<file path="src/rtl/tone_mapping_ctrl_if.sv">
// Control-plane and pixel-framing bundle for tone_mapping_ctrl.
// Field mapping to the block's logical ports:
//   cfg_wr -> cfg_wr_i, cfg_enable -> cfg_enable_i, cfg_parallax -> cfg_parallax_i,
//   err_clr -> err_clr_i, sop -> sop_i, eop -> eop_i, valid -> valid_i.
// The master drives every field; the sequencer is the slave.
interface tone_mapping_ctrl_if;
  logic       cfg_wr;
  logic       cfg_enable;
  logic [7:0] cfg_parallax;
  logic       err_clr;
  logic       sop;
  logic       eop;
  logic       valid;

  modport master (
    output cfg_wr,
    output cfg_enable,
    output cfg_parallax,
    output err_clr,
    output sop,
    output eop,
    output valid
  );

  modport slave (
    input cfg_wr,
    input cfg_enable,
    input cfg_parallax,
    input err_clr,
    input sop,
    input eop,
    input valid
  );
endinterface

</file>
<file path="src/rtl/tone_mapping_ctrl.sv">
// Frame-synchronous configuration sequencer for the RGB tone-mapping wrapper.
// Config writes land in a shadow register and are applied only in IDLE, i.e. between
// frames once the datapath has drained, so the enable mux and parallax setting never
// switch mid-frame. sop/eop framing is checked and violations are kept as sticky errors.
// Optional frame/pixel statistics are built only when TM_CTRL_STATS_EN is defined;
// otherwise frame_cnt_o and pix_cnt_o are tied to zero.
module tone_mapping_ctrl #(
  parameter int unsigned DRAIN    = 21,
  parameter logic [7:0]  PAR_INIT = 8'd0,
  parameter int unsigned CNT_W    = 16
) (
  input  logic                 clk,
  input  logic                 reset_n,
  tone_mapping_ctrl_if.slave   bus_if,
  output logic                 tm_enable_o,
  output logic [7:0]           reg_parallax_corr_o,
  output logic                 pending_o,
  output logic                 update_done_o,
  output logic [1:0]           err_o,
  output logic [CNT_W-1:0]     frame_cnt_o,
  output logic [23:0]          pix_cnt_o
);

  localparam int unsigned DrainW = $clog2(DRAIN + 1);
  localparam logic [DrainW-1:0] DrainLoad = DrainW'(DRAIN - 1);

  typedef enum logic [1:0] {
    StIdle,
    StFrame,
    StDrain
  } state_e;

  state_e            state_q, state_d;
  logic [DrainW-1:0] cnt_q, cnt_d;

  logic              shadow_en_q, shadow_en_d;
  logic [7:0]        shadow_par_q, shadow_par_d;
  logic              pending_q, pending_d;

  logic              tm_en_q, tm_en_d;
  logic [7:0]        par_q, par_d;
  logic              upd_q, upd_d;
  logic [1:0]        err_q, err_d;

  logic              qsop, qeop;
  logic              apply;
  logic [1:0]        err_set;

  // sop/eop only count on valid beats.
  assign qsop = bus_if.sop & bus_if.valid;
  assign qeop = bus_if.eop & bus_if.valid;

  // Frame FSM: tracks framing, drain countdown, and decides when config may be applied.
  always_comb begin
    state_d = state_q;
    cnt_d   = cnt_q;
    apply   = 1'b0;
    err_set = 2'b00;
    unique case (state_q)
      StIdle: begin
        if (qsop && qeop) begin
          // Single-beat frame: its pixel is still in the pipeline, so drain first.
          state_d = StDrain;
          cnt_d   = DrainLoad;
        end else if (qsop) begin
          // A starting frame beats a pending apply.
          state_d = StFrame;
        end else begin
          if (qeop) begin
            err_set[1] = 1'b1;
          end
          if (pending_q) begin
            apply = 1'b1;
          end
        end
      end
      StFrame: begin
        if (qeop) begin
          state_d = StDrain;
          cnt_d   = DrainLoad;
        end else if (qsop) begin
          err_set[0] = 1'b1;
        end
      end
      StDrain: begin
        if (qsop && qeop) begin
          state_d = StDrain;
          cnt_d   = DrainLoad;
        end else if (qsop) begin
          // Next frame arrived before the drain finished; config stays pending.
          state_d = StFrame;
        end else begin
          if (qeop) begin
            err_set[1] = 1'b1;
          end
          if (cnt_q == '0) begin
            state_d = StIdle;
          end else begin
            cnt_d = cnt_q - DrainW'(1);
          end
        end
      end
      default: begin
        state_d = StIdle;
        cnt_d   = '0;
      end
    endcase
  end

  // Shadow, pending, applied config and sticky error next-state.
  always_comb begin
    shadow_en_d  = shadow_en_q;
    shadow_par_d = shadow_par_q;
    tm_en_d      = tm_en_q;
    par_d        = par_q;
    // A write in the apply cycle keeps pending set so the new value goes out next.
    pending_d    = bus_if.cfg_wr | (pending_q & ~apply);
    upd_d        = apply;
    if (bus_if.cfg_wr) begin
      shadow_en_d  = bus_if.cfg_enable;
      shadow_par_d = bus_if.cfg_parallax;
    end
    if (apply) begin
      tm_en_d = shadow_en_q;
      par_d   = shadow_par_q;
    end
    // Setting events win over a simultaneous clear.
    err_d = (bus_if.err_clr ? 2'b00 : err_q) | err_set;
  end

  // State and control registers.
  always_ff @(posedge clk or negedge reset_n) begin
    if (!reset_n) begin
      state_q      <= StIdle;
      cnt_q        <= '0;
      shadow_en_q  <= 1'b0;
      shadow_par_q <= PAR_INIT;
      pending_q    <= 1'b0;
      tm_en_q      <= 1'b0;
      par_q        <= PAR_INIT;
      upd_q        <= 1'b0;
      err_q        <= 2'b00;
    end else begin
      state_q      <= state_d;
      cnt_q        <= cnt_d;
      shadow_en_q  <= shadow_en_d;
      shadow_par_q <= shadow_par_d;
      pending_q    <= pending_d;
      tm_en_q      <= tm_en_d;
      par_q        <= par_d;
      upd_q        <= upd_d;
      err_q        <= err_d;
    end
  end

  assign tm_enable_o         = tm_en_q;
  assign reg_parallax_corr_o = par_q;
  assign pending_o           = pending_q;
  assign update_done_o       = upd_q;
  assign err_o               = err_q;

`ifdef TM_CTRL_STATS_EN
  logic [CNT_W-1:0] frame_q, frame_d;
  logic [23:0]      run_q, run_d;
  logic [23:0]      pix_q, pix_d;
  logic [23:0]      run_inc;
  logic             frame_close;
  logic             frame_start;

  // A frame closes on its eop in FRAME, or on a single sop+eop beat outside FRAME.
  assign frame_close = qeop & (qsop | (state_q == StFrame));
  assign frame_start = qsop & (state_q != StFrame);
  assign run_inc     = (&run_q) ? run_q : run_q + 24'(1);

  // Statistics: running beat count per frame, latched on the closing eop.
  always_comb begin
    frame_d = frame_q;
    run_d   = run_q;
    pix_d   = pix_q;
    if (frame_start) begin
      run_d = 24'(1);
    end else if ((state_q == StFrame) && bus_if.valid) begin
      run_d = run_inc;
    end
    if (frame_close) begin
      frame_d = frame_q + CNT_W'(1);
      pix_d   = frame_start ? 24'(1) : run_inc;
    end
  end

  // Statistics registers.
  always_ff @(posedge clk or negedge reset_n) begin
    if (!reset_n) begin
      frame_q <= '0;
      run_q   <= '0;
      pix_q   <= '0;
    end else begin
      frame_q <= frame_d;
      run_q   <= run_d;
      pix_q   <= pix_d;
    end
  end

  assign frame_cnt_o = frame_q;
  assign pix_cnt_o   = pix_q;
`else
  assign frame_cnt_o = '0;
  assign pix_cnt_o   = '0;
`endif

endmodule
</file>
<file path="src/flat_wrapper.sv">
// flat-port wrapper written by rule: the top's interface ports become plain ports
module tone_mapping_ctrl_flat 
#(
  parameter int unsigned DRAIN    = 21,
  parameter logic [7:0]  PAR_INIT = 8'd0,
  parameter int unsigned CNT_W    = 16
)
  (clk, reset_n, tm_enable_o, reg_parallax_corr_o, pending_o, update_done_o, err_o, frame_cnt_o, pix_cnt_o, bus_if_cfg_wr, bus_if_cfg_enable, bus_if_cfg_parallax, bus_if_err_clr, bus_if_sop, bus_if_eop, bus_if_valid);
  tone_mapping_ctrl_if bus_if_i ();
  input  logic clk;
  input  logic reset_n;
  output logic tm_enable_o;
  output logic [7:0] reg_parallax_corr_o;
  output logic pending_o;
  output logic update_done_o;
  output logic [1:0] err_o;
  output logic [CNT_W-1:0] frame_cnt_o;
  output logic [23:0] pix_cnt_o;
  input wire logic [$bits(bus_if_i.cfg_wr)-1:0] bus_if_cfg_wr;
  input wire logic [$bits(bus_if_i.cfg_enable)-1:0] bus_if_cfg_enable;
  input wire logic [$bits(bus_if_i.cfg_parallax)-1:0] bus_if_cfg_parallax;
  input wire logic [$bits(bus_if_i.err_clr)-1:0] bus_if_err_clr;
  input wire logic [$bits(bus_if_i.sop)-1:0] bus_if_sop;
  input wire logic [$bits(bus_if_i.eop)-1:0] bus_if_eop;
  input wire logic [$bits(bus_if_i.valid)-1:0] bus_if_valid;
  assign bus_if_i.cfg_wr = bus_if_cfg_wr;
  assign bus_if_i.cfg_enable = bus_if_cfg_enable;
  assign bus_if_i.cfg_parallax = bus_if_cfg_parallax;
  assign bus_if_i.err_clr = bus_if_err_clr;
  assign bus_if_i.sop = bus_if_sop;
  assign bus_if_i.eop = bus_if_eop;
  assign bus_if_i.valid = bus_if_valid;
  tone_mapping_ctrl #(.DRAIN(DRAIN), .PAR_INIT(PAR_INIT), .CNT_W(CNT_W)) u_core (.clk(clk), .reset_n(reset_n), .bus_if(bus_if_i), .tm_enable_o(tm_enable_o), .reg_parallax_corr_o(reg_parallax_corr_o), .pending_o(pending_o), .update_done_o(update_done_o), .err_o(err_o), .frame_cnt_o(frame_cnt_o), .pix_cnt_o(pix_cnt_o));
endmodule
</file>
<file path="config.mk">
export PLATFORM = sky130hd
export DESIGN_NAME = tone_mapping_ctrl_flat
export DESIGN_NICKNAME = d
export VERILOG_FILES = /design/src/rtl/tone_mapping_ctrl_if.sv /design/src/rtl/tone_mapping_ctrl.sv /design/src/flat_wrapper.sv
export SDC_FILE = /design/constraint.sdc
export NUM_CORES = 1
export LEC_CHECK = 0
export ABC_CLOCK_PERIOD_IN_PS = 2200
export CORE_UTILIZATION = 35
export DETAILED_ROUTE_END_ITERATION = 16
export GPL_TIMING_DRIVEN = 0
export PLACE_DENSITY = 0.66
export SYNTH_ARGS = -nofsm -noshare
export SYNTH_HDL_FRONTEND = slang
export SYNTH_SLANG_ARGS = --single-unit
export TNS_END_PERCENT = 100
</file>
<file path="constraint.sdc">
create_clock -name clk -period 2.2 [get_ports clk]
set_input_delay 0.22 -clock clk [delete_from_list [all_inputs] [get_ports clk]]
set_output_delay 0.22 -clock clk [all_outputs]
set_load 0.05 [all_outputs]
</file>
* Word level (Yosys, flattened, before mapping) *
Cells that the tools add are included.
W data, S select, Z words.

cells by class
  bitwise logic cells = 6
  equal/unequal tests = 8
  reductions and logical operators = 6
  muxes and demuxes = 25
  add/sub/neg operators = 1

operator list
  operator               count
  $mux W5                5
  $pmux W5 S3            1
  $mux W2                7
  $mux W1                11
  $pmux W2 S3            1
  $logic_not A5 Y1       1
  $sub A5 B1 Y5 const B  1
  $ne A2 B1 Y1 const B   2
  $ne A4 B1 Y1 const B   1
  $reduce_and A4 Y1      1
  $and A1 B1 Y1          3
  $ne A3 B1 Y1 const B   1
  $ne A3 B2 Y1 const B   1
  $ne A3 B3 Y1 const B   1
  $reduce_and A3 Y1      1
  $eq A2 B1 Y1 const B   1
  $eq A2 B2 Y1 const B   1
  $logic_not A2 Y1       1
  $or A2 B2 Y2           1
  $reduce_or A2 Y1       1
  $logic_and A1 B1 Y1    1
  $not A1 Y1             1
  $or A1 B1 Y1           1

storage, ports and cells
  register bits after elaboration = 29
  input bits = 16
  output and inout port bits = 53
  logic and storage cells = 55

* Longest topological paths before layout *
  depth after elaboration = 7
  gate-level depth with buffers = 6
  depth with buffers taken out = 6

* Worst setup path before layout *
Ideal clock, no wire load.

  path kind = flip-flop to flip-flop
  start point = register u_core.cnt_q[0]
  end point = register u_core.cnt_q[1]
  buffers on the path = 0
  setup slack = 0.299 ns
  data arrival time = 1.774 ns
  cell stages (with the launch flop) = 7
  setup time = 0.128 ns
  clock period less this slack = 1.901 ns
  data required time = 2.072 ns
  cells stage by stage = dfrtp_1 inv_1 ha_1 or4b_4 a21o_1 a21oi_2 mux2_1

on the way
  cells in the longest elaborated chain, start to end = 5
  elaborated cells between the ends (all ways) = 8
  those cells by class = 1 x add/sub; 1 x eq/ne; 4 x mux; 2 x reduce/logical

RTL lines
  item                      RTL line                  source
  start: declaration        tone_mapping_ctrl.sv:34   logic [DrainW-1:0] cnt_q, cnt_d;
  start signal: assignment  tone_mapping_ctrl.sv:145  cnt_q <= cnt_d;
  $sub A5 B1 Y5             tone_mapping_ctrl.sv:99   cnt_d = cnt_q - DrainW'(1);
  $mux W5                   tone_mapping_ctrl.sv:96   if (cnt_q == '0) begin
  $mux W5                   tone_mapping_ctrl.sv:89   end else if (qsop) begin
  $mux W5                   tone_mapping_ctrl.sv:86   if (qsop && qeop) begin
  $pmux W5 S3               tone_mapping_ctrl.sv:59   unique case (state_q)

Parallel ways exist; a longest one is shown, timed or not. The select of a mux whose other input is x is not followed.
A chain may end at the register's enable or synchronous reset.

* Final worst setup path *
Ends and elaborated chain as after synthesis.

==> qor.yml <==
layout:
  final_cell_area_sq_um: 2170
  post-route-util: 0.498
  fin_nets: 233
  final-instance-count-excl-fill: 268
  syn_to_final_growth_pct: 37.6
  antenna_cells: 0
  drive_above_1_share: 0.333
yosys:
  netlist_instances: 142
  ys_seq_area_frac: 0.460
  synth_area_leader_cell: "dfrtp_1"
  synth-edff-count: 0
  synth.top_cell.area_share: 0.460
  synthTopCellsByCount: "buf_4, dfrtp_1, mux2_2"
  syn_area_sq_um: 1580
  ys.flop_type: "dfrtp_1"
  netlist_top_cells_area: "dfrtp_1, buf_4, mux2_2"
  yosysMostFrequentCell: "buf_4"
  ys_ff_latch: 29
  synth_cell_type_count: 31
  yosysWarningCount: 0
  syn_area_per_cell_sq_um: 11.1
  async_reset_ff_frac: 1.00
run_status:
  outcome: "finished with violations"
  violations: "hold timing"
cts:
  cts_setup_buffers: 0
  cts_tree: "yes"
  cts_buffers: 5
  cts_max_level: 2
  cts-hold-fix-buffers: 0
  clk_latency_ns: 0.28
  clockBufferDepth: 2
  clkTransAtPathRegs_ns: 0.06
  cts.sinks: 29
  root_buffer: "clkbuf_8"
  cts_resized: 0
drt:
  vias: 1112
  drtPass1Iterations: 4
  antenna_left: 0
  drtIter0Drc: 86
  wl_per_cell_microns: 9.46
  routed_via_density: 4.15
  remaining_drc_errors: 0
  wirelength_mm: 2.54
timing:
  period_share: 0.934
  fmax_mhz: 486
  timing.hold.ws_ns: -0.0416
  rsz0062_at_grt: "false"
  hold_violations: 29
  setup-violations-final: 0
  fin_setup_tns_ns: 0
  skew_ns: 0.00310
  drv_slew: 0
  fin_crit_ns: 2.06
  max-slew-margin-rel: 0.574
  worstMarginPinSlew_ns: 0.640
setup_path:
  crit_path_max_fanout: 3
  crit_required_ns: 2.36
  cp-end-kind: "flip-flop"
  path_class: "reg2reg"
  crit_family: "simple AND/OR/NAND/NOR gates"
  path_cells: "inv_1, ha_1, or4b_4, a21o_1, a21oi_2, mux2_1"
  slowest_stage: "or4b_4"
  crit_start: "u_core.cnt_q[0]"
  worstSetupPathDepth: 6
  critPathArrivalTime_ns: 2.22
  slowest_delay_ns: 0.50
  crit_end: "u_core.cnt_q[1]"
  rrSetupSlack_ns: 0.14
  reg2reg_from: "u_core.cnt_q[0]"
  worstReg2RegEnd: "u_core.cnt_q[1]"
  r2r_cells: 6
  critPathLaunchType: "flip-flop"
  cp_num_buf_inv: 1
placed_design:
  place.gp.congestion: 0.850
  post_dp_cell_area_sq_um: 2060
  dp.cells: 260
  place_hpwl_mm: 1.85
  place.port_buffers: 27
global_routing:
  antenna_found_initial: 0
  grt_overflow_total: 0
  track_usage: 0.116
  grt_pass1_wl_mm: 4.30
  grt_max_degree: 30
  grt_pass1_vias: 1031
die:
  fp.dieArea_sq_um: 4780
  start_util: 0.362
  ios: 69
  num_rows: 24
  coreArea_sq_um: 4350
  die_w_microns: 69.1
  die_y_microns: 69.1
pwr:
  power_density_nw_per_um2: 1240
  max-vdd-ir-drop_mv: 0.930
  p_leak_nw: 1.07
run:
  maxCapViolCount: 0
hold_path:
  hp-class: "in2async"
-- state kept, by name, indices dropped and copies added, names as in the netlist --
| register | count |
|---|---|
| u_core.reg_parallax_corr_o | 8 |
| u_core.shadow_par_q | 8 |
| u_core.cnt_q | 5 |
| u_core.err_o | 2 |
| u_core.state_q | 2 |
| u_core.pending_o | 1 |
| u_core.shadow_en_q | 1 |
| u_core.tm_enable_o | 1 |
| u_core.update_done_o | 1 |
-- placed cells by master, fill, tap and decap left out, types with 2 or more instances in the layout --
master	n
buf_2	2
nor2_1	8
dfrtp_1	29
a21o_1	3
inv_1	6
buf_4	40
mux2_2	20
clkdlybuf4s50_1	26
nand2_1	2
o32ai_1	2
ha_1	2
clkbuf_1	4
a21oi_1	3
conb_1	40
nand2b_1	2
nand3_1	4
clkbuf_8	6
-- how the worst min path moves through the flow --
stage,startpoint,end,depth (start not counted)
floorplan,reset_n,u_core.cnt_q[0],0
global placement,u_core.shadow_par_q[2],u_core.shadow_par_q[2],1
finish,reset_n,u_core.shadow_par_q[4],1
global route,reset_n,u_core.shadow_par_q[4],1
detailed placement,u_core.shadow_en_q,u_core.tm_enable_o,1
CTS,bus_if_cfg_wr,u_core.pending_o,2
-- power breakdown --
| group | switching [mW] | internal (mW) |
|---|---|---|
| Sequential | 0.103 | 0.706 |
| Clock | 0.195 | 0.369 |
| Combinational | 0.816 | 0.512 |
| Total | 1.11 | 1.59 |
-- per-stage QoR --
stage          total power [mW]  setup slack [ns]  hold WS (ns)
2_1_floorplan              1.81             0.299       -0.0756
3_3_place_gp               2.15             0.156         0.487
3_5_place_dp               2.15             0.135         0.491
4_1_cts                    2.74             0.128         0.466
5_1_grt                    2.85            0.0628        0.0168
6_report                   2.70             0.144       -0.0416
-- routing by layer --
| layer | up-vias | GRT usage | share of wire | routed length, microns |
|---|---|---|---|---|
| met5 | - | 0 | 0 | 0 |
| li1 | 552 | - | - | - |
| met2 | 51 | 0.179 | 0.45 | 1130 |
| met3 | 8 | 0.0556 | 0.098 | 248 |
| met4 | 0 | 0.0726 | 0.020 | 50 |
| met1 | 501 | 0.127 | 0.43 | 1100 |
-- layout make-up --
class | count | area, sq um
clock buffers | 7 | 86.3
repair buffers | 27 | 265
fillers | 419 | 2180
plain buffers | 44 | 317
clock inverters | 1 | 30.0
well taps | 52 | 65.1
flip-flops and latches | 29 | 726
inverters | 6 | 22.5
multi-input cells | 102 | 658
-- kinds of logic (layout without fill, tap and decap cells) --
kind of cell	count (synthesis)	after routing	share of synthesized area
adder cells (fa/ha/maj)	2	2	0.0159
AO/OA/AOI/OAI	20	20	0.0952
other	1	40	0.00238
flip-flops	29	29	0.460
AND/OR/NAND/NOR	19	19	0.0611
buffers and inverters	50	85	0.215
multiplexers	21	21	0.150
No activity file was read; power rests on OpenSTA's default activity.
==> patch, RTL diff (same settings) <==
The 3 states of `state_e` get a one-hot encoding in 3 bits.
--- a/src/rtl/tone_mapping_ctrl.sv
+++ b/src/rtl/tone_mapping_ctrl.sv
@@ -26,6 +26,6 @@
 
-  typedef enum logic [1:0] {
-    StIdle,
-    StFrame,
-    StDrain
+  typedef enum logic [2:0] {
+    StIdle  = 3'b001,
+    StFrame = 3'b010,
+    StDrain = 3'b100
   } state_e;
Check against the original RTL: no difference found for any inputs over 10 cycles, from zero or initial values and one cycle with reset_n low; not proved beyond that.
==> patch against the original RTL <==
The run still ends with hold timing left. Clock power shrank 17%. Worst setup slack better by 170 ps. Total power down 20%. Combinational power fell by 28%. Final area increased by 7.0%. Hold slack better by 1.2 ps. Global-route usage grew 1.2 points. Routed wire length increased by 14%. Sequential cell count grew 1. Area after synthesis is 9.8% higher. Sequential power is 7.9% lower. Maximum frequency increased by 9.1%. Critical path depth stayed put. Largest cell class is now multi-input gates.
==> patch: results (changes against the original RTL) <==
STA
  – Clock Skew: 3.62 ps (was 3.10 ps)
  – Worst-margin pin slew: 655 ps (was 640 ps)
  – TNS Setup: 0 ps (unchanged)
  – Fin Hold WS: -40.4 ps (was -41.6 ps)
  – Hold Vio Cnt, Final: 29 (unchanged)

Clock tree
  – Setup Buffers After CTS: 0 (unchanged)
  – Clk_lat worst skew: 280 ps (about the same)

Critical path
  – Top delay family on crit path: compound AO/OA/AOI/OAI gates (was simple AND/OR/NAND/NOR gates)
  – Reg2reg setup slack: 320 ps (was 140 ps)
  – Critical path destination: u_core.cnt_q[2] (was u_core.cnt_q[1])
  – Worst Path Arrival: 2050 ps (was 2220 ps)

Place
  – Detailed Place HPWL: 2100 um (was 1850 um)
  – Placed cells: 287 (was 260)
  – Placer Congestion: 0.729 (was 0.850)
  – IO Port Bufs: 27 (unchanged)

Yosys
  – Ranking of synthesized cells by area: dfrtp_1 (42%), buf_4 (18%), mux2_2 (12%), a2bb2oi_1 (2.0%), dfstp_2 (1.5%) (was dfrtp_1 (46%), buf_4 (19%), mux2_2 (14%), nor2_1 (1.9%), ha_1 (1.6%))
  – Cells after Synth: 154 (was 142)
  – Post-synth cell types: 43 (was 31)
  – Most instantiated cells after synthesis: buf_4 (41), dfrtp_1 (29), mux2_2 (18), nand2_1 (7) (was buf_4 (40), dfrtp_1 (29), mux2_2 (20), nor2_1 (8), inv_1 (6))
  – Post-synthesis sequential area ratio: 0.434 (was 0.460)

GRT
  – Vias in the first global route: 1,099 (was 1,031)
  – Initial antenna violation count: 0 (unchanged)
  – GRT Util Overall: 0.128 (was 0.116)
  – Largest net degree at the start of global routing: 31 (was 30)
  – Global-route wire length before repair: 4950 um (was 4300 um)

Power
  – Lkg Pwr: 1.11 nW (was 1.07 nW)
  – Switch Pwr: 0.000886 W (was 0.00111 W)
  – Worst vdd ir: 673 uV (was 930 uV)

Routing
  – Initial DRC count: 47 (was 86)
  – Vias per cell: 4.03 (was 4.15)
  – Avg WL per Cell: 9.78 um (was 9.46 um)
  – Iteration count of the initial detailed-routing pass: 3 (was 4)

Outcome
  – Status: finished, violations left (unchanged)
  – Failing checks: hold timing (unchanged)

Layout
  – Layout cells sized above 1: 0.351 (was 0.333)
  – Fill count: 477 (was 419)
  – Final #Nets: 245 (was 233)
patch: cell count changes in the layout (fill, tap and decap cells not counted), sizes merged, moves of 2 or more:
cell     unedited run  this run
or3b                0         2
a21o                3         1
clkbuf             10         7
mux2               21        18
xnor2               0         2
nand2               2         7
a2bb2oi             0         4
nor2                8         1
o32ai               2         0
nor2b               0         2
o21ai               1         6
nand3               4         2
patch: logic make-up after synthesis:
group,synth area share
compound gates,0.126
xor+xnor,0.0101
fa+ha+maj,0.0144
buf+inv,0.197
flops,0.434
mux,0.123
other cells,0.00217
simple gates,0.0925
patch: final cells by class:
type                            instances  share of cell area
Buffer                                 43               0.139
Tap cell                               67              0.0361
Sequential cell                        30               0.324
Clock buffer                            6              0.0356
Clock inverter                          2             0.00539
Multi-Input combinational cell        115               0.338
Inverter                                5             0.00808
Timing Repair Buffer                   27               0.114
patch: stage by stage:
step	total power (W)	utilization	setup WS [ps]	area, um2
final	0.00216	0.488	316	2320
after global routing	0.00229	0.488	202	2320
after CTS	0.00220	0.489	310	2330
after detailed placement	0.00171	0.469	315	2230
after global placement	0.00170	0.469	301	2230
after floorplan	0.00147	-	439	1880
patch: power groups by stage:
stage                     clock network [W]  logic (W)  registers [W]
after floorplan                           0   0.000476       0.000990
after global placement                    0   0.000953       0.000751
after detailed placement                  0   0.000956       0.000752
after CTS                          0.000492   0.000960       0.000745
after global routing               0.000510    0.00101       0.000764
final                              0.000467   0.000953       0.000744
patch: routing by layer:
metal | up-vias | GRT usage | part of all wire
met5 | - | 0 | 0
met4 | 0 | 0.0523 | 0.022
met3 | 6 | 0.0736 | 0.11
met2 | 47 | 0.191 | 0.44
met1 | 532 | 0.150 | 0.43
li1 | 605 | - | -
